**config.mk**
```make
export PLATFORM = sky130hd
export DESIGN_NAME = button_conditioner
export DESIGN_NICKNAME = d
export VERILOG_FILES = /design/src/rtl/button_conditioner.sv
export SDC_FILE = /design/constraint.sdc
export NUM_CORES = 1
export LEC_CHECK = 0
export ABC_AREA = 1
export CAP_MARGIN = 20
export CORE_MARGIN = 2
export CORE_UTILIZATION = 68
export CTS_CLUSTER_SIZE = 24
export DETAILED_ROUTE_END_ITERATION = 8
export MAX_ROUTING_LAYER = met4
export PLACE_DENSITY_LB_ADDON = 0.08
export SYNTH_ARGS = -nofsm -noshare
export SYNTH_HDL_FRONTEND = slang
export SYNTH_SLANG_ARGS = --single-unit
```
**constraint.sdc**
```tcl
create_clock -name CLK22_78MHZ -period 2.7 [get_ports CLK22_78MHZ]
set_input_delay 0.54 -clock CLK22_78MHZ [delete_from_list [all_inputs] [get_ports CLK22_78MHZ]]
set_output_delay 0.54 -clock CLK22_78MHZ [all_outputs]
set_load 0.1 [all_outputs]
```
**src/rtl/button_conditioner.sv**
```systemverilog
// Purpose: synchronise, debounce and edge-detect three active-low buttons into held levels and one-cycle game commands.
// Latency: pin edge to btn* is 2+DEBOUNCE_CYCLES cycles; btn* rise to first moveR/moveL/fire pulse is 1 cycle.
// Backpressure: none; pulses are single-cycle commands that the game logic must take when they appear.
module button_conditioner #(
  parameter int DEBOUNCE_CYCLES = 22780,
  parameter int REPEAT_DELAY    = 6834000,
  parameter int REPEAT_PERIOD   = 2278000,
  parameter int CNT_W           = 23
) (
  input  logic CLK22_78MHZ,
  input  logic reset,
  input  logic pbR,
  input  logic pbL,
  input  logic pbG,
  output logic btnR,
  output logic btnL,
  output logic btnG,
  output logic moveR,
  output logic moveL,
  output logic fire
);

  localparam logic [CNT_W-1:0] DB_LAST = CNT_W'(DEBOUNCE_CYCLES - 1);
  localparam logic [CNT_W-1:0] RD_LOAD = CNT_W'(REPEAT_DELAY - 1);
  localparam logic [CNT_W-1:0] RP_LOAD = CNT_W'(REPEAT_PERIOD - 1);

  typedef enum logic [1:0] {IDLE, DELAY, REPEAT} mv_state_t;

  // Bit order everywhere: 0 = right, 1 = left, 2 = fire.
  logic [2:0]       pb_raw;
  logic [2:0]       sync1;
  logic [2:0]       sync2;
  logic [2:0]       pressed;
  logic [2:0]       btn;
  logic [CNT_W-1:0] db_cnt [3];
  logic             btn_g_q;

  // Move FSMs: index 0 = right, 1 = left.
  mv_state_t        state     [2];
  mv_state_t        state_nxt [2];
  logic [CNT_W-1:0] rpt_cnt     [2];
  logic [CNT_W-1:0] rpt_cnt_nxt [2];
  logic [1:0]       hold;
  logic [1:0]       pulse_nxt;
  logic [1:0]       move_q;

  assign pb_raw  = {pbG, pbL, pbR};
  assign pressed = ~sync2;

  // A direction only counts as held when the opposite one is not, so both-held parks both FSMs.
  assign hold[0] = btn[0] & ~btn[1];
  assign hold[1] = btn[1] & ~btn[0];

  // Two-flop synchroniser; resets to the released (high) pin level.
  always_ff @(posedge CLK22_78MHZ) begin
    if (reset) begin
      sync1 <= 3'b111;
      sync2 <= 3'b111;
    end else begin
      sync1 <= pb_raw;
      sync2 <= sync1;
    end
  end

  // Debounce: a new level must persist DEBOUNCE_CYCLES consecutive cycles before btn follows it.
  always_ff @(posedge CLK22_78MHZ) begin
    if (reset) begin
      btn <= '0;
      for (int i = 0; i < 3; i++) db_cnt[i] <= '0;
    end else begin
      for (int i = 0; i < 3; i++) begin
        if (pressed[i] == btn[i]) begin
          db_cnt[i] <= '0;
        end else if (db_cnt[i] == DB_LAST) begin
          btn[i]    <= ~btn[i];
          db_cnt[i] <= '0;
        end else begin
          db_cnt[i] <= db_cnt[i] + CNT_W'(1);
        end
      end
    end
  end

  // Fire: one registered pulse on each debounced press, nothing on release.
  always_ff @(posedge CLK22_78MHZ) begin
    if (reset) begin
      btn_g_q <= 1'b0;
      fire    <= 1'b0;
    end else begin
      btn_g_q <= btn[2];
      fire    <= btn[2] & ~btn_g_q;
    end
  end

  // Move FSM state register, repeat counters and registered move pulses.
  always_ff @(posedge CLK22_78MHZ) begin
    if (reset) begin
      for (int i = 0; i < 2; i++) begin
        state[i]   <= IDLE;
        rpt_cnt[i] <= '0;
      end
      move_q <= '0;
    end else begin
      for (int i = 0; i < 2; i++) begin
        state[i]   <= state_nxt[i];
        rpt_cnt[i] <= rpt_cnt_nxt[i];
      end
      move_q <= pulse_nxt;
    end
  end

  // Move FSM next state: leave IDLE on hold, DELAY hands over to REPEAT when the delay expires.
  always_comb begin
    for (int i = 0; i < 2; i++) begin
      state_nxt[i] = state[i];
      case (state[i])
        IDLE:    if (hold[i]) state_nxt[i] = DELAY;
        DELAY:   if (!hold[i]) state_nxt[i] = IDLE;
                 else if (rpt_cnt[i] == '0) state_nxt[i] = REPEAT;
        REPEAT:  if (!hold[i]) state_nxt[i] = IDLE;
        default: state_nxt[i] = IDLE;
      endcase
    end
  end

  // Move FSM outputs: pulse on entry and whenever the counter hits 0; counter saturates at 0.
  always_comb begin
    for (int i = 0; i < 2; i++) begin
      pulse_nxt[i]   = 1'b0;
      rpt_cnt_nxt[i] = rpt_cnt[i];
      case (state[i])
        IDLE: begin
          if (hold[i]) begin
            pulse_nxt[i]   = 1'b1;
            rpt_cnt_nxt[i] = RD_LOAD;
          end else begin
            rpt_cnt_nxt[i] = '0;
          end
        end
        DELAY, REPEAT: begin
          if (!hold[i]) begin
            rpt_cnt_nxt[i] = '0;
          end else if (rpt_cnt[i] == '0) begin
            pulse_nxt[i]   = 1'b1;
            rpt_cnt_nxt[i] = RP_LOAD;
          end else begin
            rpt_cnt_nxt[i] = rpt_cnt[i] - CNT_W'(1);
          end
        end
        default: rpt_cnt_nxt[i] = '0;
      endcase
    end
  end

  assign btnR  = btn[0];
  assign btnL  = btn[1];
  assign btnG  = btn[2];
  assign moveR = move_q[0];
  assign moveL = move_q[1];

endmodule

```
==> Flow_metrics.wiki, run 1 <==
{| class="wikitable"
! Metric !! Value
|-
| Clock network fraction of total power || 47.2%
|-
| Number of vias per cell || 5.152
|-
| Die extent in y || 109.2 um
|-
| TritonCTS buffer count || 17
|-
| Post-synthesis cell type count || 39
|-
| Detailed Routing Iterations Pass 1 || 6
|-
| Status || finished, final reports clean
|-
| Post-route clock skew || 0.01365 ns
|-
| Achievable Freq || 0.4836 GHz
|-
| Number of flops mapped to enable cells by yosys || 69
|-
| Final-layout worst hold slack || 0.4060 ns
|-
| Cell area after synthesis || 7522 um2
|-
| Total count of max-transition violations in the final report || 0
|-
| Slowest cell on the critical path || sky130_fd_sc_hd__edfxtp_1
|-
| Vias in the first global route || 5,836
|-
| Min Clock Period, post-route || between 2 and 2.5 ns
|-
| CTS tree || built
|-
| Yosys reg bits || 132
|-
| Relative area change from synthesis to final layout || 14.22%
|-
| Cell type with the largest total area after synthesis || sky130_fd_sc_hd__edfxtp_1
|-
| Count of mapped cells out of synthesis || about 980
|-
| Path category of the worst min-delay check || flip-flop to flip-flop
|-
| Final-stage net count || 1,091
|-
| Overflow left after global routing || 0
|-
| Sw Ratio || 22.90%
|-
| Die Footprint || 11,920 um2
|-
| Largest net degree at the start of global routing || 24
|-
| Yosys Warn Count || 0
|-
| Residual antenna-violating net count after detailed routing || 0
|-
| Last weighted congestion value of the routability-driven placer || approximately 0.95
|-
| Antenna violations before repair || 0
|-
| Peak per-stage delay on the critical path || 0.39 ns
|-
| Type of origin of the critical path || flip-flop
|-
| Non-filler cells, final || 1,225
|-
| Internal portion of total power || 3.787 mW
|-
| H-Tree Depth || 4
|-
| Placed cell count || 1,193
|-
| Family of cells with the greatest summed delay on the critical path || simple AND/OR/NAND/NOR gates
|-
| Commonest cells in the synthesized netlist || sky130_fd_sc_hd__nand2_1 (217), sky130_fd_sc_hd__nor2_1 (200), sky130_fd_sc_hd__inv_1 (106)
|-
| Final Hold Viols || 0
|-
| Critical path fanouts, max || 23
|-
| Total Routed Length || 14,760 um
|-
| Inserted Diodes || 0
|-
| Standard cell core area || 10,790 um2
|-
| Power per Cell Area || about 570 nW/um2
|-
| Total of endpoints with negative setup slack in the final report || 0
|-
| Total Negative Setup Slacks || 0 ns
|-
| Clock Pin Slew Worst Setup and Hold Paths || roughly 0.06 ns
|-
| Crit Path Class || flip-flop to flip-flop
|-
| Static Leakage || around 4 nW
|-
| Initial Util || 69.70%
|-
| Residual DRC count || 0
|-
| Row count || 38
|-
| CTS resizes || 0
|-
| Share of synthesized registers carrying an async set or reset || 0%
|-
| Top cell type's share of synthesized area || 27.54%
|-
| Via total after detailed routing || approximately 6,300
|-
| Data arrival time of the critical path || 2.32 ns
|-
| Most numerous cell in the Yosys netlist || sky130_fd_sc_hd__nand2_1
|-
| Total half-perimeter wirelength after legalization and detailed placement || 10,750 um
|-
| Clock root cell || sky130_fd_sc_hd__clkbuf_8
|-
| Sequential share of the synthesized area || between 40% and 50%
|-
| Most area-consuming cells after synthesis || sky130_fd_sc_hd__edfxtp_1 (28%), sky130_fd_sc_hd__dfxtp_1 (17%), sky130_fd_sc_hd__nand2_1 (11%)
|-
| Total GRT Usage || a little over a quarter
|-
| Peak ir drop on the vdd network || 0.0003810 V
|-
| RSZ-0062 raised after global routing || false
|-
| Most used DFF post-synth || sky130_fd_sc_hd__edfxtp_1
|-
| Average size of a mapped cell || 7.660 um2
|-
| Portion of total power attributed to sequential cells || 46.0%
|-
| Cells traversed along the worst timing path || ha_1 -> nand2_1 -> inv_1 -> nand3b_1 -> nor3_1 -> nand2_1 -> nand2_2 -> nor2_1
|-
| Cts hold-fix bufs || 0
|-
| Fraction of final layout cells with drive strength greater than 1 || a little over 9%
|-
| Die width || 109.2 um
|-
| CTS Buffer Depth || 2
|-
| Kind of capture point of the worst setup path || flip-flop
|-
| Count of pins on the block boundary || 11
|-
| Fin crit share || 76.58%
|-
| Crit path top cell by count || sky130_fd_sc_hd__nand2_1
|-
| First-pass GRT wire length || 25,170 um
|-
| Data required time at the worst endpoint || 2.95 ns
|-
| Insertion delay to the later sink of the worst-skew pair || 0.52 ns
|-
| Sinks on the clock net || 132
|-
| Combinational share of power || 6.8%
|-
| Setup slack of the most critical reg-to-reg path || about 0.63 ns
|-
| Net Switching || 1.125 mW
|-
| Post-CTS repair timing setup buffer count || 0
|-
| Average routed wire per standard cell || 12.05 um
|-
| Number of violations of the max-capacitance limit || 0
|-
| IO buf count || 10
|-
| Drt initial violations || 388
|-
| CP Buf/Inv Count || 1
|}
state kept, by name (all words and copies together) (netlist names):
signal / count
db_cnt: 69
btn: 3
btn_g_q: 1
move_q: 2
sync2: 3
state: 4
fire: 1
rpt_cnt: 46
sync1: 3
power groups by stage:
| stage | Sequential, mW | Combinational [mW] | Clock [mW] |
|---|---|---|---|
| 3_5_place_dp | 2.30 | 0.325 | 0 |
| 3_3_place_gp | 2.30 | 0.319 | 0 |
| 2_1_floorplan | 2.28 | 0.274 | 0 |
| 5_1_grt | 2.27 | 0.388 | 2.43 |
| 4_1_cts | 2.26 | 0.328 | 2.35 |
| 6_report | 2.26 | 0.336 | 2.32 |
worst register-to-register path: cells and delay by family, from the launching register on:
kind,cells,cell delay [ns]
simple gates,6,1.05
flops,1,0.39
fa+ha+maj,1,0.28
buf+inv,1,0.09
layer usage:
layer | vias up | track usage [%] | share of wire, %
met1 | 2836 | 33.17 | 44
li1 | 3281 | - | -
met2 | 171 | 45.39 | 50
met3 | 23 | 5.619 | 4.6
met4 | 0 | 9.222 | 1.3
met5 | - | - | 0
final cells by class:
class                      instances  area [um2]
sequential                       132        3333
clock inverter                    10       115.1
multi-input combinational        798        3954
inverter                         112       425.4
timing repair buffer              11       92.59
clock buffer                      22       496.7
fill                             740        2201
tap                              140       175.2
through the flow:
step / util (%) / power, mW / worst slack [ns] / area, um2
5_1_grt: 79.61 / 5.090 / 0.4520 / 8592
3_5_place_dp: 73.94 / 2.623 / 0.3875 / 7980
3_3_place_gp: 73.94 / 2.614 / 0.4659 / 7980
4_1_cts: 79.61 / 4.937 / 0.6273 / 8592
6_report: 79.61 / 4.912 / 0.6322 / 8592
2_1_floorplan: - / 2.552 / 0.6173 / 7777
cell families (layout without fill, tap and decap cells):
group | after synthesis | count (layout) | synth area share (%)
other | 1 | 69 | 0.04985
and+or+nand+nor | 581 | 581 | 35.00
xor gates and xnor gates | 52 | 52 | 6.054
buffers and inverters | 120 | 155 | 6.520
DFF | 132 | 132 | 44.31
AOI/OAI and AO/OA | 82 | 82 | 5.739
adders and majority gates | 14 | 14 | 2.329
layout by cell type, fill, tap and decap left out, types with 28 or more instances in the layout:
cell and n:
sky130_fd_sc_hd__nand2_1 217, sky130_fd_sc_hd__xor2_1 41, sky130_fd_sc_hd__nor2_1 200, sky130_fd_sc_hd__conb_1 69, sky130_fd_sc_hd__a21oi_1 43, sky130_fd_sc_hd__nand3_1 63, sky130_fd_sc_hd__edfxtp_1 69, sky130_fd_sc_hd__inv_1 106
sky130_fd_sc_hd__dfxtp_1 63, sky130_fd_sc_hd__o21ai_0 28
final timing paths:
| check | from | endpoint | depth (start not counted) |
|---|---|---|---|
| hold reg to reg | sync1[2] | sync2[2] | 1 |
| setup reg to reg | db_cnt[2][0] | db_cnt[2][20] | 8 |
| hold / removal | sync1[2] | sync2[2] | 1 |
| setup / recovery | db_cnt[2][0] | db_cnt[2][20] | 8 |
No activity file was read; power rests on OpenSTA's default activity.
==> run 2: changes to the inputs <==
- CORE_UTILIZATION: 68 -> 63
- clock period: 2.7 -> 2.17 ns (I/O delays scaled with it)
==> run 2 against run 1 <==
Against the previous run:
- routed wire length up 2.2%
- sequential share of layout area down 0.068 points
- combinational power up 26%
- worst hold slack worse by 0.0065 ns
- clock-buffer cell count down 2
- clock power up 22%
- critical path depth unchanged
- first-iteration DRC count up 27%
- utilization down 4.9 points
- flip-flop and latch count unchanged
==> Flow_metrics.wiki, run 2 (synthesis results as in run 1) <==
{| class="wikitable"
! Metric !! Value
|-
| Sinks on the clock net || 132 (unchanged)
|-
| Achievable Freq || 0.5206 GHz (was 0.4836 GHz)
|-
| Type of origin of the critical path || flip-flop (unchanged)
|-
| Final-stage net count || 1,094 (was 1,091)
|-
| CTS tree || built (unchanged)
|-
| Detailed Routing Iterations Pass 1 || 5 (was 6)
|-
| Total count of max-transition violations in the final report || 0 (unchanged)
|-
| Die extent in y || 113.3 um (was 109.2 um)
|-
| IO buf count || 10 (unchanged)
|-
| Post-CTS repair timing setup buffer count || 0 (unchanged)
|-
| Post-route clock skew || 0.007265 ns (was 0.01365 ns)
|-
| Residual DRC count || 0 (unchanged)
|-
| Final Hold Viols || 0 (unchanged)
|-
| Row count || 39 (was 38)
|-
| Inserted Diodes || 0 (unchanged)
|-
| Status || finished, final reports clean (unchanged)
|-
| Largest register FFs || 69 (unchanged)
|-
| Largest net degree at the start of global routing || 24 (unchanged)
|-
| Total Routed Length || 15,080 um (was 14,760 um)
|-
| Filler cell count in the final layout || 928 (was 740)
|-
| Drt initial violations || 494 (was 388)
|-
| Overflow left after global routing || 0 (unchanged)
|-
| H-Tree Depth || 4 (unchanged)
|-
| Residual antenna-violating net count after detailed routing || 0 (unchanged)
|-
| Insertion delay to the later sink of the worst-skew pair || 0.42 ns (was 0.52 ns)
|-
| Static Leakage || 4.042 nW (was 4.034 nW)
|-
| Placed cell count || 1,199 (was 1,193)
|-
| Antenna violations before repair || 0 (unchanged)
|-
| First-pass GRT wire length || 26,220 um (was 25,170 um)
|-
| Kind of capture point of the worst setup path || flip-flop (unchanged)
|-
| Pwr Total || 6.072 mW (was 4.912 mW)
|-
| TritonCTS buffer count || 17 (unchanged)
|-
| Clock root cell || sky130_fd_sc_hd__clkbuf_16 (was sky130_fd_sc_hd__clkbuf_8)
|-
| Die width || 113.3 um (was 109.2 um)
|-
| Initial Util || 65.32% (was 69.70%)
|-
| Core occupancy in the finished layout || 74.74% (was 79.61%)
|-
| Vias in the first global route || 5,955 (was 5,836)
|-
| Last weighted congestion value of the routability-driven placer || 0.9100 (was 0.9544)
|-
| Total GRT Usage || 26.02% (was 27.27%)
|-
| Data required time at the worst endpoint || 2.34 ns (was 2.95 ns)
|-
| Critical path fanouts, max || 23 (unchanged)
|-
| Most common library cell in the layout ignoring fill and taps || sky130_fd_sc_hd__nand2_1 (unchanged)
|-
| RSZ-0062 raised after global routing || false (unchanged)
|-
| CTS Buffer Depth || 2 (unchanged)
|-
| Detail Route met3 WL || 482 um (was 678 um)
|-
| Crit Path Class || flip-flop to flip-flop (unchanged)
|-
| Fin crit share || 88.52% (was 76.58%)
|-
| Leading cell types in the layout, fill and taps excluded || sky130_fd_sc_hd__nand2_1 (217), sky130_fd_sc_hd__nor2_1 (200), sky130_fd_sc_hd__inv_1 (106) (unchanged)
|-
| Die Footprint || 12,830 um2 (was 11,920 um2)
|-
| Min Clock Period, post-route || 1.921 ns (was 2.068 ns)
|-
| Relative area change from synthesis to final layout || 14.42% (was 14.22%)
|-
| Registers with the highest flip-flop counts || db_cnt (69), rpt_cnt (46), state (4) (unchanged)
|-
| Data arrival time of the critical path || 2.09 ns (was 2.32 ns)
|-
| Final-layout worst hold slack || 0.3995 ns (was 0.4060 ns)
|-
| Number of vias per cell || 5.121 (was 5.152)
|-
| Via total after detailed routing || 6,304 (was 6,311)
|-
| Count of pins on the block boundary || 11 (unchanged)
|-
| Detailed-routing wirelength on met1 || 6846 um (was 6531 um)
|-
| Highest layer used for signal routing || met4 (unchanged)
|-
| Power per Cell Area || 705.5 nW/um2 (was 571.7 nW/um2)
|-
| Total half-perimeter wirelength after legalization and detailed placement || 10,800 um (was 10,750 um)
|-
| Number of violations of the max-capacitance limit || 0 (unchanged)
|-
| Detail Route met2 WL || 7422 um (was 7349 um)
|-
| CTS resizes || 0 (unchanged)
|-
| Cts hold-fix bufs || 0 (unchanged)
|-
| Largest reg by FF count || db_cnt (unchanged)
|-
| Total Negative Setup Slacks || 0 ns (unchanged)
|-
| Fraction of final layout cells with drive strength greater than 1 || 9.191% (was 9.124%)
|-
| Standard cell core area || 11,520 um2 (was 10,790 um2)
|-
| Non-filler cells, final || 1,231 (was 1,225)
|-
| Total of endpoints with negative setup slack in the final report || 0 (unchanged)
|-
| Average routed wire per standard cell || 12.25 um (was 12.05 um)
|-
| Clock Pin Slew Worst Setup and Hold Paths || 0.05 ns (was 0.06 ns)
|-
| Path category of the worst min-delay check || flip-flop to flip-flop (unchanged)
|-
| Peak ir drop on the vdd network || 0.0005503 V (was 0.0003810 V)
|}
run 2: cell count changes in the layout (fill, tap and decap cells not counted):
cell | previous run | this run
sky130_fd_sc_hd__clkbuf_16 | 19 | 17
sky130_fd_sc_hd__buf_4 | 7 | 9
sky130_fd_sc_hd__inv_4 | 4 | 1
sky130_fd_sc_hd__bufinv_16 | 2 | 3
sky130_fd_sc_hd__nand2_4 | 1 | 2
sky130_fd_sc_hd__clkinv_2 | 4 | 8
sky130_fd_sc_hd__clkinv_1 | 0 | 2
sky130_fd_sc_hd__clkinv_4 | 3 | 1
sky130_fd_sc_hd__buf_12 | 0 | 1
sky130_fd_sc_hd__nand2_2 | 11 | 10
run 2: cell type report:
class	instances	area, um2	share of cell area (%)
multi-input combinational	798	3959	46.00
sequential	132	3333	38.73
clock buffer	20	446.7	5.190
inverter	112	425.4	4.943
tap	143	178.9	2.079
clock inverter	12	136.4	1.585
timing repair buffer	14	127.6	1.483
run 2: layer usage:
| metal | up-vias | global-route usage, % |
|---|---|---|
| met5 | - | - |
| met4 | 0 | 11.22 |
| met3 | 30 | 5.196 |
| met2 | 104 | 43.35 |
| met1 | 2890 | 30.77 |
| li1 | 3280 | - |
run 2: worst paths after layout:
check | endpoint | cells after the start | slack [ns] | startpoint
max | db_cnt[2][14] | 8 | 0.25 | db_cnt[2][0]
min | fire | 1 | 0.40 | btn_g_q
max reg2reg | db_cnt[2][14] | 8 | 0.25 | db_cnt[2][0]
min reg2reg | fire | 1 | 0.40 | btn_g_q
run 2: critical path, stage by stage, from the launching register on:
cell and delay [ns]:
sky130_fd_sc_hd__edfxtp_1 0.39, sky130_fd_sc_hd__ha_1 0.26, sky130_fd_sc_hd__nand2_1 0.07, sky130_fd_sc_hd__inv_1 0.09
sky130_fd_sc_hd__nand3b_1 0.10, sky130_fd_sc_hd__nor3_1 0.26, sky130_fd_sc_hd__nand2_1 0.16, sky130_fd_sc_hd__nand2_4 0.24
sky130_fd_sc_hd__nor2_1 0.09
run 2: report_power, final:
group	internal (mW)	switching, mW	leakage, nW
logic	0.155	0.267	2.53
registers	2.72	0.0901	1.22
clock network	1.81	1.03	0.292
total	4.69	1.38	4.04
run 2: metrics by stage:
| step | worst slack [ns] | instance area, um2 |
|---|---|---|
| floorplan | 0.08726 | 7777 |
| global placement | 0.1447 | 8019 |
| detailed placement | 0.05197 | 8019 |
| CTS | 0.09091 | 8602 |
| global route | 0.05662 | 8607 |
| finish | 0.2491 | 8607 |
